==> src/rtl/comp_pkg.sv <==
// Shared comparator result encoding and flag decoding, used by the decision
// filter and the comparator bench.
package comp_pkg;

   typedef enum logic [1:0] {
      RES_UNKNOWN = 2'd0,
      RES_EQ      = 2'd1,
      RES_AGT     = 2'd2,
      RES_BGT     = 2'd3
   } res_t;

   // Returns {illegal, relation}; anything but exactly one flag high is illegal.
   function automatic logic [2:0] decode_flags(input logic eq, input logic agt, input logic bgt);
      logic [2:0] result;
      case ({eq, agt, bgt})
         3'b100:  result = {1'b0, RES_EQ};
         3'b010:  result = {1'b0, RES_AGT};
         3'b001:  result = {1'b0, RES_BGT};
         default: result = {1'b1, RES_UNKNOWN};
      endcase
      return result;
   endfunction

endpackage

==> src/rtl/comp_decision_filter.sv <==
// Debounces comparator result flags: a relation is committed after CONFIRM
// consecutive identical accepted samples, and each commit becomes a buffered event.
module comp_decision_filter
   import comp_pkg::*;
#(
   parameter int CONFIRM = 3,
   parameter int CW      = 8
) (
   input  logic          clk,
   input  logic          rst_n,
   input  logic          in_valid,
   output logic          in_ready,
   input  logic          equal,
   input  logic          A_greater_than_B,
   input  logic          B_greater_than_A,
   output logic          out_valid,
   input  logic          out_ready,
   output logic [1:0]    out_state,
   output logic [1:0]    state_o,
   output logic [CW-1:0] change_cnt,
   output logic          err
);

   localparam int RW = $clog2(CONFIRM + 1);

   res_t          state;
   res_t          cand;
   res_t          evt_state;
   res_t          rel;
   logic [RW-1:0] run;
   logic [RW-1:0] run_inc;
   logic [2:0]    decoded;
   logic          illegal;
   logic          accept;
   logic          commit;

   assign decoded   = decode_flags(equal, A_greater_than_B, B_greater_than_A);
   assign illegal   = decoded[2];
   assign rel       = res_t'(decoded[1:0]);
   assign in_ready  = !out_valid || out_ready;
   assign accept    = in_valid && in_ready;
   assign run_inc   = run + 1'b1;
   assign state_o   = state;
   assign out_state = evt_state;

   // A sample matching the candidate extends the run; a fresh relation starts a run of one.
   always_comb begin
      commit = 1'b0;
      if (accept && !illegal && (rel != state)) begin
         if (rel == cand)
            commit = (run_inc == RW'(CONFIRM));
         else
            commit = (CONFIRM == 1);
      end
   end

   always_ff @(posedge clk or negedge rst_n) begin
      if (!rst_n) begin
         state      <= RES_UNKNOWN;
         cand       <= RES_UNKNOWN;
         run        <= '0;
         change_cnt <= '0;
         err        <= 1'b0;
      end else begin
         err <= accept && illegal;
         if (accept) begin
            if (illegal || commit || (rel == state)) begin
               run  <= '0;
               cand <= RES_UNKNOWN;
            end else if (rel == cand) begin
               run <= run_inc;
            end else begin
               cand <= rel;
               run  <= RW'(1);
            end
            if (commit) begin
               state <= rel;
               if (change_cnt != {CW{1'b1}})
                  change_cnt <= change_cnt + 1'b1;
            end
         end
      end
   end

   // A new commit takes priority over draining, so a simultaneous handshake reloads the buffer.
   always_ff @(posedge clk or negedge rst_n) begin
      if (!rst_n) begin
         out_valid <= 1'b0;
         evt_state <= RES_UNKNOWN;
      end else if (commit) begin
         out_valid <= 1'b1;
         evt_state <= rel;
      end else if (out_valid && out_ready) begin
         out_valid <= 1'b0;
      end
   end

endmodule

==> config.mk <==
export PLATFORM = sky130hd
export DESIGN_NAME = comp_decision_filter
export DESIGN_NICKNAME = d
export VERILOG_FILES = /design/src/rtl/comp_pkg.sv /design/src/rtl/comp_decision_filter.sv
export SDC_FILE = /design/constraint.sdc
export NUM_CORES = 1
export LEC_CHECK = 0
export BUFFER_PORTS_ARGS = -buffer_cell sky130_fd_sc_hd__buf_2
export CORE_AREA = 3 3 48 50
export DETAILED_ROUTE_END_ITERATION = 7
export DIE_AREA = 0 0 51 53
export PLACE_DENSITY = 0.76
export SYNTH_ARGS = -nofsm -noshare
export SYNTH_HDL_FRONTEND = slang
export SYNTH_SLANG_ARGS = --single-unit
==> constraint.sdc <==
create_clock -name clk -period 3.38 [get_ports clk]
set_input_delay 0.338 -clock clk [delete_from_list [all_inputs] [get_ports clk]]
set_output_delay 0.338 -clock clk [all_outputs]
set_load 0.01 [all_outputs]
Yosys cells after proc, flatten, opt, wreduce, memory -nomap -nowiden
Cells that the tools add are included.

operators by class
  reductions and logical operators = 14
  eq/ne operators = 9
  add/sub/neg operators = 2
  muxes and demuxes = 9

operators by type and width
  operator                                               count
  one-hot mux 3 bit (3 select lines)                     1
  adder 8 x 1 -> 8 bit, second input constant            1
  2-to-1 mux 2 bit                                       4
  inequality test 8 bit, second input constant           1
  logical AND 1 bit                                      5
  == test 2 bit                                          2
  2-to-1 mux 1 bit                                       4
  AND reduction 2 bit                                    2
  == test 3 x 1 -> 1 bit, second input constant          1
  == test 3 x 2 -> 1 bit, second input constant          1
  == test 3 bit, second input constant                   1
  logical OR 1 bit                                       3
  AND reduction 3 bit                                    1
  adder 2 x 1 -> 2 bit, second input constant            1
  == test 2 bit, second input constant                   1
  logical NOT 1 bit                                      2
  inequality test 2 x 1 -> 1 bit, second input constant  1
  inequality test 2 bit                                  1
  nonzero test 2 bit                                     1

word-level totals
  logic and storage cells = 41
  flip-flop bits (word level) = 18
  input bits = 7
  output and inout bits = 15

Logic depth before layout (Yosys ltp)
Gate-level depths: netlist of run 1.

  word-level depth = 10
  mapped depth = 7

Worst setup path after synthesis of run 1
OpenSTA, ideal clock, no wires.

  path kind = input to register
  start = input B_greater_than_A
  end = register change_cnt[1]
  library setup time = 0.125 ns
  data required time = 3.255 ns
  arrival time = 1.851 ns
  stages on the path = 6
  path buffers = 1
  path slack = 1.404 ns
  path through = buf_2 -> or4_1 -> o311a_2 -> o22a_1 -> nand4bb_4 -> mux2_4

on the way
  word-level cells in the longest chain between the ends = 7

ends and longest elaborated chain
  element                                                                RTL line                    RTL
  start: declaration                                                     comp_decision_filter.sv:15  input logic B_greater_than_A,
  == test 3 x 1 -> 1 bit, or another cell as far along                   comp_pkg.sv:15              case ({eq, agt, bgt})
  one-hot mux 3 bit (3 select lines) (*)                                 comp_pkg.sv:15
  parallel branches: the longest is 3 deep, another holds == test 2 bit  -
  2-to-1 mux 1 bit (*)                                                   comp_decision_filter.sv:49  if (accept && !illegal && (rel != state)) begin
  AND reduction 3 bit (no source line) (*)                               -
  end signal: assignment                                                 comp_decision_filter.sv:79  change_cnt <= change_cnt + 1'b1;
  end: declaration                                                       comp_decision_filter.sv:20  output logic [CW-1:0] change_cnt,

Every way passes the cells marked *.
A chain may end at the register's enable or synchronous reset.

Final worst setup path of run 1
  start = register cand[0]
  end = register state[0], in the netlist state_o[0]

on the way
  word-level cells in the longest chain between the ends = 4

ends and longest elaborated chain
  element                               RTL line                    RTL
  start: declaration                    comp_decision_filter.sv:27  res_t cand;
  start signal: assignment              comp_decision_filter.sv:73  cand <= rel;
  == test 2 bit                         comp_decision_filter.sv:50  if (rel == cand)
  2-to-1 mux 1 bit                      comp_decision_filter.sv:50
  2-to-1 mux 1 bit                      comp_decision_filter.sv:49
  AND reduction 2 bit (no source line)  -
  end signal: assignment                comp_decision_filter.sv:77  state <= rel;
  end: declaration                      comp_decision_filter.sv:26  res_t state;

Every way passes these cells.

==> results of run 1 <==
==> per-layer routing <==
metal,track usage,routed length [um]
met3,0.0169,81
met4,0.0673,26
met1,0.246,935
met5,0,0
met2,0.245,879
==> per-stage QoR <==
| step | util | hold slack, ps |
|---|---|---|
| after floorplan | - | 42.4 |
| after global placement | 0.589 | 284 |
| after detailed placement | 0.589 | 288 |
| after CTS | 0.613 | 354 |
| after global routing | 0.613 | 377 |
| final | 0.613 | 355 |
==> final cells by class <==
cell class | instances | area (um^2)
multi-input cells | 71 | 532
well taps | 27 | 33.8
clock buffers | 4 | 36.3
inverters | 4 | 15.0
fillers | 179 | 752
flip-flops and latches | 18 | 450
repair buffers | 23 | 123
==> state kept, by name, indices dropped and copies added (netlist names) <==
signal	cells
change_cnt	8
cand	2
out_state	2
run	2
state_o	2
err	1
out_valid	1
==> final timing paths <==
kind	from	end
max	cand[0]	state_o[0]
min	out_ready	out_valid
max reg2reg	cand[0]	state_o[0]
min reg2reg	out_state[0]	out_state[0]
max in group asynchronous	rst_n	change_cnt[7]
min in group asynchronous	rst_n	err
==> cell usage in the layout (no fill, tap or decap), types with 3 or more instances in the layout <==
cell,n
sky130_fd_sc_hd__buf_2,21
sky130_fd_sc_hd__dfrtp_1,18
sky130_fd_sc_hd__nand3_1,10
sky130_fd_sc_hd__xnor2_1,8
sky130_fd_sc_hd__nor2_1,6
sky130_fd_sc_hd__nand2b_1,5
sky130_fd_sc_hd__nor3_1,5
sky130_fd_sc_hd__inv_1,4
sky130_fd_sc_hd__nand2_1,4
sky130_fd_sc_hd__mux2_1,4
sky130_fd_sc_hd__a21oi_1,3
sky130_fd_sc_hd__nor2b_1,3
sky130_fd_sc_hd__o21ai_0,3
sky130_fd_sc_hd__clkbuf_4,3
==> power by group <==
group / leakage (nW) / switching [mW] / total (mW) / internal (mW)
registers: 0.246 / 0.0190 / 0.253 / 0.234
clock network: 0.0210 / 0.0662 / 0.132 / 0.0657
logic: 0.276 / 0.0562 / 0.104 / 0.0478
total: 0.543 / 0.141 / 0.489 / 0.348
==> worst register-to-register path, delay by kind of cell (launching register included) <==
kind | cells | cell delay (ps)
flops | 1 | 460
simple gates | 2 | 650
compound gates | 2 | 470
mux | 1 | 340
==> logic make-up (layout without fill, tap and decap cells) <==
logic type | after synthesis | after routing | synth area share
AOI/OAI and AO/OA | 13 | 13 | 0.103
muxes | 5 | 5 | 0.0587
and+or+nand+nor | 42 | 42 | 0.256
adders and majority gates | 3 | 3 | 0.0342
buffers and inverters | 8 | 31 | 0.0403
DFF | 18 | 18 | 0.440
xor gates and xnor gates | 8 | 8 | 0.0685
==> reports/summary.json, run 1 <==
{
  "period_minus_slack": {"value": 2030, "unit": "ps"},
  "critPathSlowestCell": {"value": "sky130_fd_sc_hd__or4_1"},
  "layout.cells.non_filler": {"value": 147},
  "synth_largest_area_cell": {"value": "sky130_fd_sc_hd__dfrtp_1"},
  "num-nets-final": {"value": 130},
  "grt_use_total": {"value": 0.166},
  "postCtsSetupBuffers": {"value": 0},
  "dp.cells": {"value": 142},
  "drv.max_cap_violation_count": {"value": 0},
  "ff2ff_setup_slack": {"value": 1350, "unit": "ps"},
  "post-place-ws": {"value": 1280, "unit": "ps"},
  "timing.final.setup_violations": {"value": 0},
  "max_clock_freq": {"value": 493, "unit": "MHz"},
  "finalWeightedCongestion": {"value": 0.785},
  "worst-r2r-cell-count": {"value": 5},
  "critical_path.top_delay_family": {"value": "simple AND/OR/NAND/NOR gates"},
  "drtPass1Iterations": {"value": 4},
  "initial_utilization": {"value": 0.527},
  "cts-resized-gates": {"value": 0},
  "antenna_cells_inserted": {"value": 0},
  "timing.final.crit_share": {"value": 0.600},
  "cts-buffers-inserted": {"value": 3},
  "synth.distinct_cells": {"value": 31},
  "async_flop_share": {"value": 1.00},
  "hpwl_after_detailed_placement": {"value": 1.45, "unit": "mm"},
  "worstMarginPinSlew": {"value": 394, "unit": "ps"},
  "hold-path-cell-count": {"value": 3},
  "detailedRoute.firstIterationViolations": {"value": 13},
  "top_ports": {"value": 22},
  "worstPathBufferInverterCount": {"value": 0},
  "delay_of_the_slowest_cell_on_the_worst_path": {"value": 490, "unit": "ps"},
  "yosys_most_used_dff": {"value": "sky130_fd_sc_hd__dfrtp_1"},
  "globalRouteOverflowTotal": {"value": 0},
  "synth_common_cells": {"value": "sky130_fd_sc_hd__dfrtp_1, sky130_fd_sc_hd__nand3_1, sky130_fd_sc_hd__xnor2_1"},
  "die_h": {"value": 53, "unit": "um"},
  "pin_count_of_the_biggest_net_entering_global_routing": {"value": 19},
  "sequential_to_total_area_share_from_yosys_stat": {"value": 0.440},
  "fin_skew": {"value": 2.00, "unit": "ps"},
  "synth-edff-count": {"value": 0},
  "total_leakage_power": {"value": 0.543, "unit": "nW"},
  "rsz0062_at_grt": {"value": "false"},
  "synth_nets": {"value": 106},
  "grt_pass1_wl": {"value": 3.39, "unit": "mm"},
  "placedInstanceArea": {"value": 1140, "unit": "um^2"},
  "min-delay-path-class": {"value": "in -> reg"},
  "critical_path_depth": {"value": 5},
  "viasPerCell": {"value": 5.46},
  "ys_warn_count": {"value": 0},
  "total_power": {"value": 489, "unit": "uW"},
  "cts_tree": {"value": "built"},
  "post-route-worst-setup-slack": {"value": 1350, "unit": "ps"},
  "critPathMaxFanout": {"value": 10},
  "worst_setup_path_start_kind": {"value": "register"},
  "criticalPathCategory": {"value": "reg -> reg"},
  "status": {"value": "completed"},
  "clock_sink_count": {"value": 18},
  "stdcell_area": {"value": 1190, "unit": "um^2"},
  "postSynthRegisterBits": {"value": 18},
  "cts.htree.levels": {"value": 1},
  "wl_per_cell": {"value": 13.1, "unit": "um"},
  "drc_errors": {"value": 0},
  "post_route_cells_drive_above_1_share": {"value": 0.258},
  "first_global_vias": {"value": 722},
  "buffer_ports.inserted": {"value": 21},
  "endpoint_kind": {"value": "register"},
  "grt_antenna_before_repair": {"value": 0},
  "synth.cell_area": {"value": 1020, "unit": "um^2"},
  "report.final.slew_viol_count": {"value": 0},
  "design.die.area": {"value": 2700, "unit": "um^2"},
  "floorplan.rows": {"value": 16},
  "crit_path_cell_trace": {"value": "or4_1 > o311a_2 > o22ai_4 > nand3_4 > mux2_1"},
  "post_cts_hold_buffer_count": {"value": 1},
  "cts-root-to-sink-buffers": {"value": 2},
  "power_per_cell_area": {"value": 411, "unit": "nW/um^2"},
  "ir_worst_vdd": {"value": 281, "unit": "uV"},
  "critical_path_required": {"value": 3560, "unit": "ps"},
  "via_count": {"value": 803},
  "core": {"value": 1940, "unit": "um^2"},
  "report.final.hold_viol_count": {"value": 0},
  "timing.slew.headroom": {"value": 0.737},
  "cts_root_buf": {"value": "sky130_fd_sc_hd__clkbuf_4"},
  "fp.dieW": {"value": 51, "unit": "um"},
  "syn-instance-count": {"value": 97},
  "signal_arrival_time_at_the_worst_endpoint": {"value": 2210, "unit": "ps"},
  "synthesis.area_per_instance": {"value": 10.6, "unit": "um^2"},
  "final_setup_tns": {"value": 0, "unit": "ps"},
  "path_clk_slew": {"value": 100, "unit": "ps"},
  "syn_to_final_growth": {"value": 16.3, "unit": "%"},
  "routed_antenna_nets": {"value": 0},
  "worstSkewPairLatency": {"value": 290, "unit": "ps"},
  "yosys-top-cells-area": {"value": "sky130_fd_sc_hd__dfrtp_1, sky130_fd_sc_hd__xnor2_1, sky130_fd_sc_hd__nand3_1"},
  "routed_wirelength": {"value": 1.92, "unit": "mm"},
  "most_frequent_cell_after_synthesis": {"value": "sky130_fd_sc_hd__dfrtp_1"},
  "synth.top_cell.area_share": {"value": 0.440}
}
Power figures use the tool's default switching activity.
==> run 2: changes to the inputs <==
CORE_AREA = 3 3 49 51   (was 3 3 48 50)
DIE_AREA = 0 0 52 54   (was 0 0 51 53)
PLACE_DENSITY = 0.74   (was 0.76)
clock period = 2 ns   (was 3.38 ns; I/O delays follow)
==> reports/summary.json, run 2 (synthesis results as in run 1) <==
{
  "cts_tree": {"value": "built"},
  "fin_skew": {"value": 1.56, "unit": "ps", "change": "-0.443 ps"},
  "min-delay-path-class": {"value": "in -> reg"},
  "reg2reg_to": {"value": "change_cnt[1]"},
  "worst_setup_path_start_kind": {"value": "register"},
  "report.final.hold_viol_count": {"value": 0, "change": "unchanged"},
  "ir_worst_vdd": {"value": 537, "unit": "uV", "change": "+91%"},
  "layout.cells.non_filler": {"value": 157, "change": "+6.8%"},
  "finalHoldWorstSlack": {"value": 275, "unit": "ps", "change": "-79.6 ps"},
  "cts-buffers-inserted": {"value": 3, "change": "unchanged"},
  "globalRouteOverflowTotal": {"value": 0, "change": "unchanged"},
  "critPathMaxFanout": {"value": 4, "change": "-6"},
  "cts-root-to-sink-buffers": {"value": 2, "change": "unchanged"},
  "wl_per_cell": {"value": 14.5, "unit": "um", "change": "+10%"},
  "viasPerCell": {"value": 5.43, "change": "-0.66%"},
  "antenna_cells_inserted": {"value": 0, "change": "unchanged"},
  "max_flop_register": {"value": "change_cnt"},
  "dp.cells": {"value": 151, "change": "+6.3%"},
  "crit-reg2reg-launch": {"value": "cand[0]"},
  "design.die.area": {"value": 2810, "unit": "um^2", "change": "+3.9%"},
  "ff2ff_setup_slack": {"value": 40, "unit": "ps", "change": "-1320 ps"},
  "via_count": {"value": 852, "change": "+6.1%"},
  "routed_wirelength": {"value": 2.27, "unit": "mm", "change": "+18%"},
  "grt_antenna_before_repair": {"value": 0, "change": "unchanged"},
  "cts_root_buf": {"value": "sky130_fd_sc_hd__clkbuf_4"},
  "initial_utilization": {"value": 0.516, "change": "-0.0106"},
  "grt_pass1_wl": {"value": 3.67, "unit": "mm", "change": "+8.4%"},
  "grt_use_total": {"value": 0.179, "change": "+0.0135"},
  "core": {"value": 1980, "unit": "um^2", "change": "+2.1%"},
  "post_route_cells_drive_above_1_share": {"value": 0.323, "change": "+0.0647"},
  "worstSkewPairLatency": {"value": 280, "unit": "ps", "change": "about the same"},
  "hold_path_end": {"value": "out_valid"},
  "first_global_vias": {"value": 826, "change": "+14%"},
  "endpoint_kind": {"value": "register"},
  "total_leakage_power": {"value": 0.594, "unit": "nW", "change": "+9.4%"},
  "signal_arrival_time_at_the_worst_endpoint": {"value": 2140, "unit": "ps", "change": "-70 ps"},
  "top_ports": {"value": 22, "change": "unchanged"},
  "timing.final.setup_violations": {"value": 0, "change": "unchanged"},
  "routed_antenna_nets": {"value": 0, "change": "unchanged"},
  "max_reg_flops": {"value": 8, "change": "unchanged"},
  "total_power": {"value": 851, "unit": "uW", "change": "+74%"},
  "path_clk_slew": {"value": 100, "unit": "ps", "change": "about the same"},
  "detailedRoute.firstIterationViolations": {"value": 10, "change": "-3"},
  "worst-r2r-cell-count": {"value": 5, "change": "unchanged"},
  "criticalPathCategory": {"value": "reg -> reg"},
  "hold_start": {"value": "out_ready"},
  "layout.cells.most_common": {"value": "sky130_fd_sc_hd__buf_2"},
  "report.final.slew_viol_count": {"value": 0, "change": "unchanged"},
  "floorplan.rows": {"value": 16, "change": "unchanged"},
  "die_h": {"value": 54, "unit": "um", "change": "+1.9%"},
  "max_clock_freq": {"value": 510, "unit": "MHz", "change": "+3.3%"},
  "pin_count_of_the_biggest_net_entering_global_routing": {"value": 19, "change": "unchanged"},
  "most-common-layout-cells": {"value": "sky130_fd_sc_hd__buf_2, sky130_fd_sc_hd__dfrtp_1, sky130_fd_sc_hd__buf_4, sky130_fd_sc_hd__nand3_1, sky130_fd_sc_hd__xnor2_1"},
  "cts.htree.levels": {"value": 1, "change": "unchanged"},
  "timing.final.crit_share": {"value": 0.981, "change": "+0.381"},
  "buffer_ports.inserted": {"value": 21, "change": "unchanged"},
  "worstMarginPinSlew": {"value": 500, "unit": "ps", "change": "+106 ps"},
  "num-nets-final": {"value": 140, "change": "+7.7%"},
  "syn_to_final_growth": {"value": 24.1, "unit": "%"},
  "timing.slew.headroom": {"value": 0.665, "change": "-0.0724"},
  "clock_sink_count": {"value": 18, "change": "unchanged"},
  "drv.max_cap_violation_count": {"value": 0, "change": "unchanged"},
  "drc_errors": {"value": 0, "change": "unchanged"},
  "critical_path_required": {"value": 2180, "unit": "ps", "change": "-1380 ps"},
  "hold-path-cell-count": {"value": 4, "change": "+1"},
  "fin_util": {"value": 0.641, "change": "+0.0280"},
  "fp.dieW": {"value": 52, "unit": "um", "change": "+2.0%"},
  "hpwl_after_detailed_placement": {"value": 1.75, "unit": "mm", "change": "+21%"},
  "power_per_cell_area": {"value": 670, "unit": "nW/um^2", "change": "+63%"},
  "period_minus_slack": {"value": 1960, "unit": "ps", "change": "-64.6 ps"},
  "drtPass1Iterations": {"value": 4, "change": "unchanged"},
  "status": {"value": "completed"},
  "finalWeightedCongestion": {"value": 0.806, "change": "+2.7%"}
}
## run 2: cell count changes in the layout (fill, tap and decap cells not counted)
cell | previous run | this run
sky130_fd_sc_hd__nor3_1 | 5 | 4
sky130_fd_sc_hd__nor3_2 | 0 | 1
sky130_fd_sc_hd__buf_4 | 1 | 11
## run 2: through the flow
| stage | setup WS, ps | cell area [um^2] | setup TNS (ps) |
|---|---|---|---|
| after floorplan | 119 | 1020 | 0 |
| after global placement | 41.7 | 1210 | 0 |
| after detailed placement | -104 | 1210 | -453 |
| after CTS | 47.8 | 1260 | 0 |
| after global routing | -30.7 | 1270 | -30.7 |
| final | 37.9 | 1270 | 0 |
## run 2: routing by layer
metal	share of wire	GRT usage	wire length [um]	vias up
li1	-	-	-	416
met1	0.44	0.215	988	406
met2	0.50	0.310	1120	24
met3	0.051	0.0526	115	6
met4	0.018	0.0524	40	0
met5	0	0	0	-
## run 2: timing repair
action                                  4_1_cts  5_1_grt
hold endpoints to repair                     18        0
gates resized for setup                       1        0
endpoints found under the setup margin       11        1
hold buffers                                  1        0
setup buffers                                 0        1
## run 2: final cells by class
cell class                 instances  area [um^2]
timing repair buffer              33          198
tap                               27         33.8
sequential                        18          450
multi-input combinational         71          537
inverter                           4         15.0
clock buffer                       4         36.3
fill                             181          712
## run 2: worst max-delay path: stages (launching register included)
cell	delay, ps
sky130_fd_sc_hd__dfrtp_1	420
sky130_fd_sc_hd__or4_1	480
sky130_fd_sc_hd__o311a_2	160
sky130_fd_sc_hd__o22a_1	240
sky130_fd_sc_hd__nand4bb_4	230
sky130_fd_sc_hd__mux2_4	320
## run 2: power breakdown
part	switching [mW]	internal [mW]
combinational	0.107	0.101
sequential	0.0319	0.396
clock	0.104	0.111
## run 2: worst max-delay path by stage
stage,from,endpoint,slack (ps)
3_5_place_dp,state_o[1],change_cnt[7],-100
5_1_grt,cand[0],change_cnt[1],-30
6_report,cand[0],change_cnt[1],40
4_1_cts,cand[0],change_cnt[1],50
3_3_place_gp,state_o[1],change_cnt[4],40
2_1_floorplan,cand[0],change_cnt[1],120
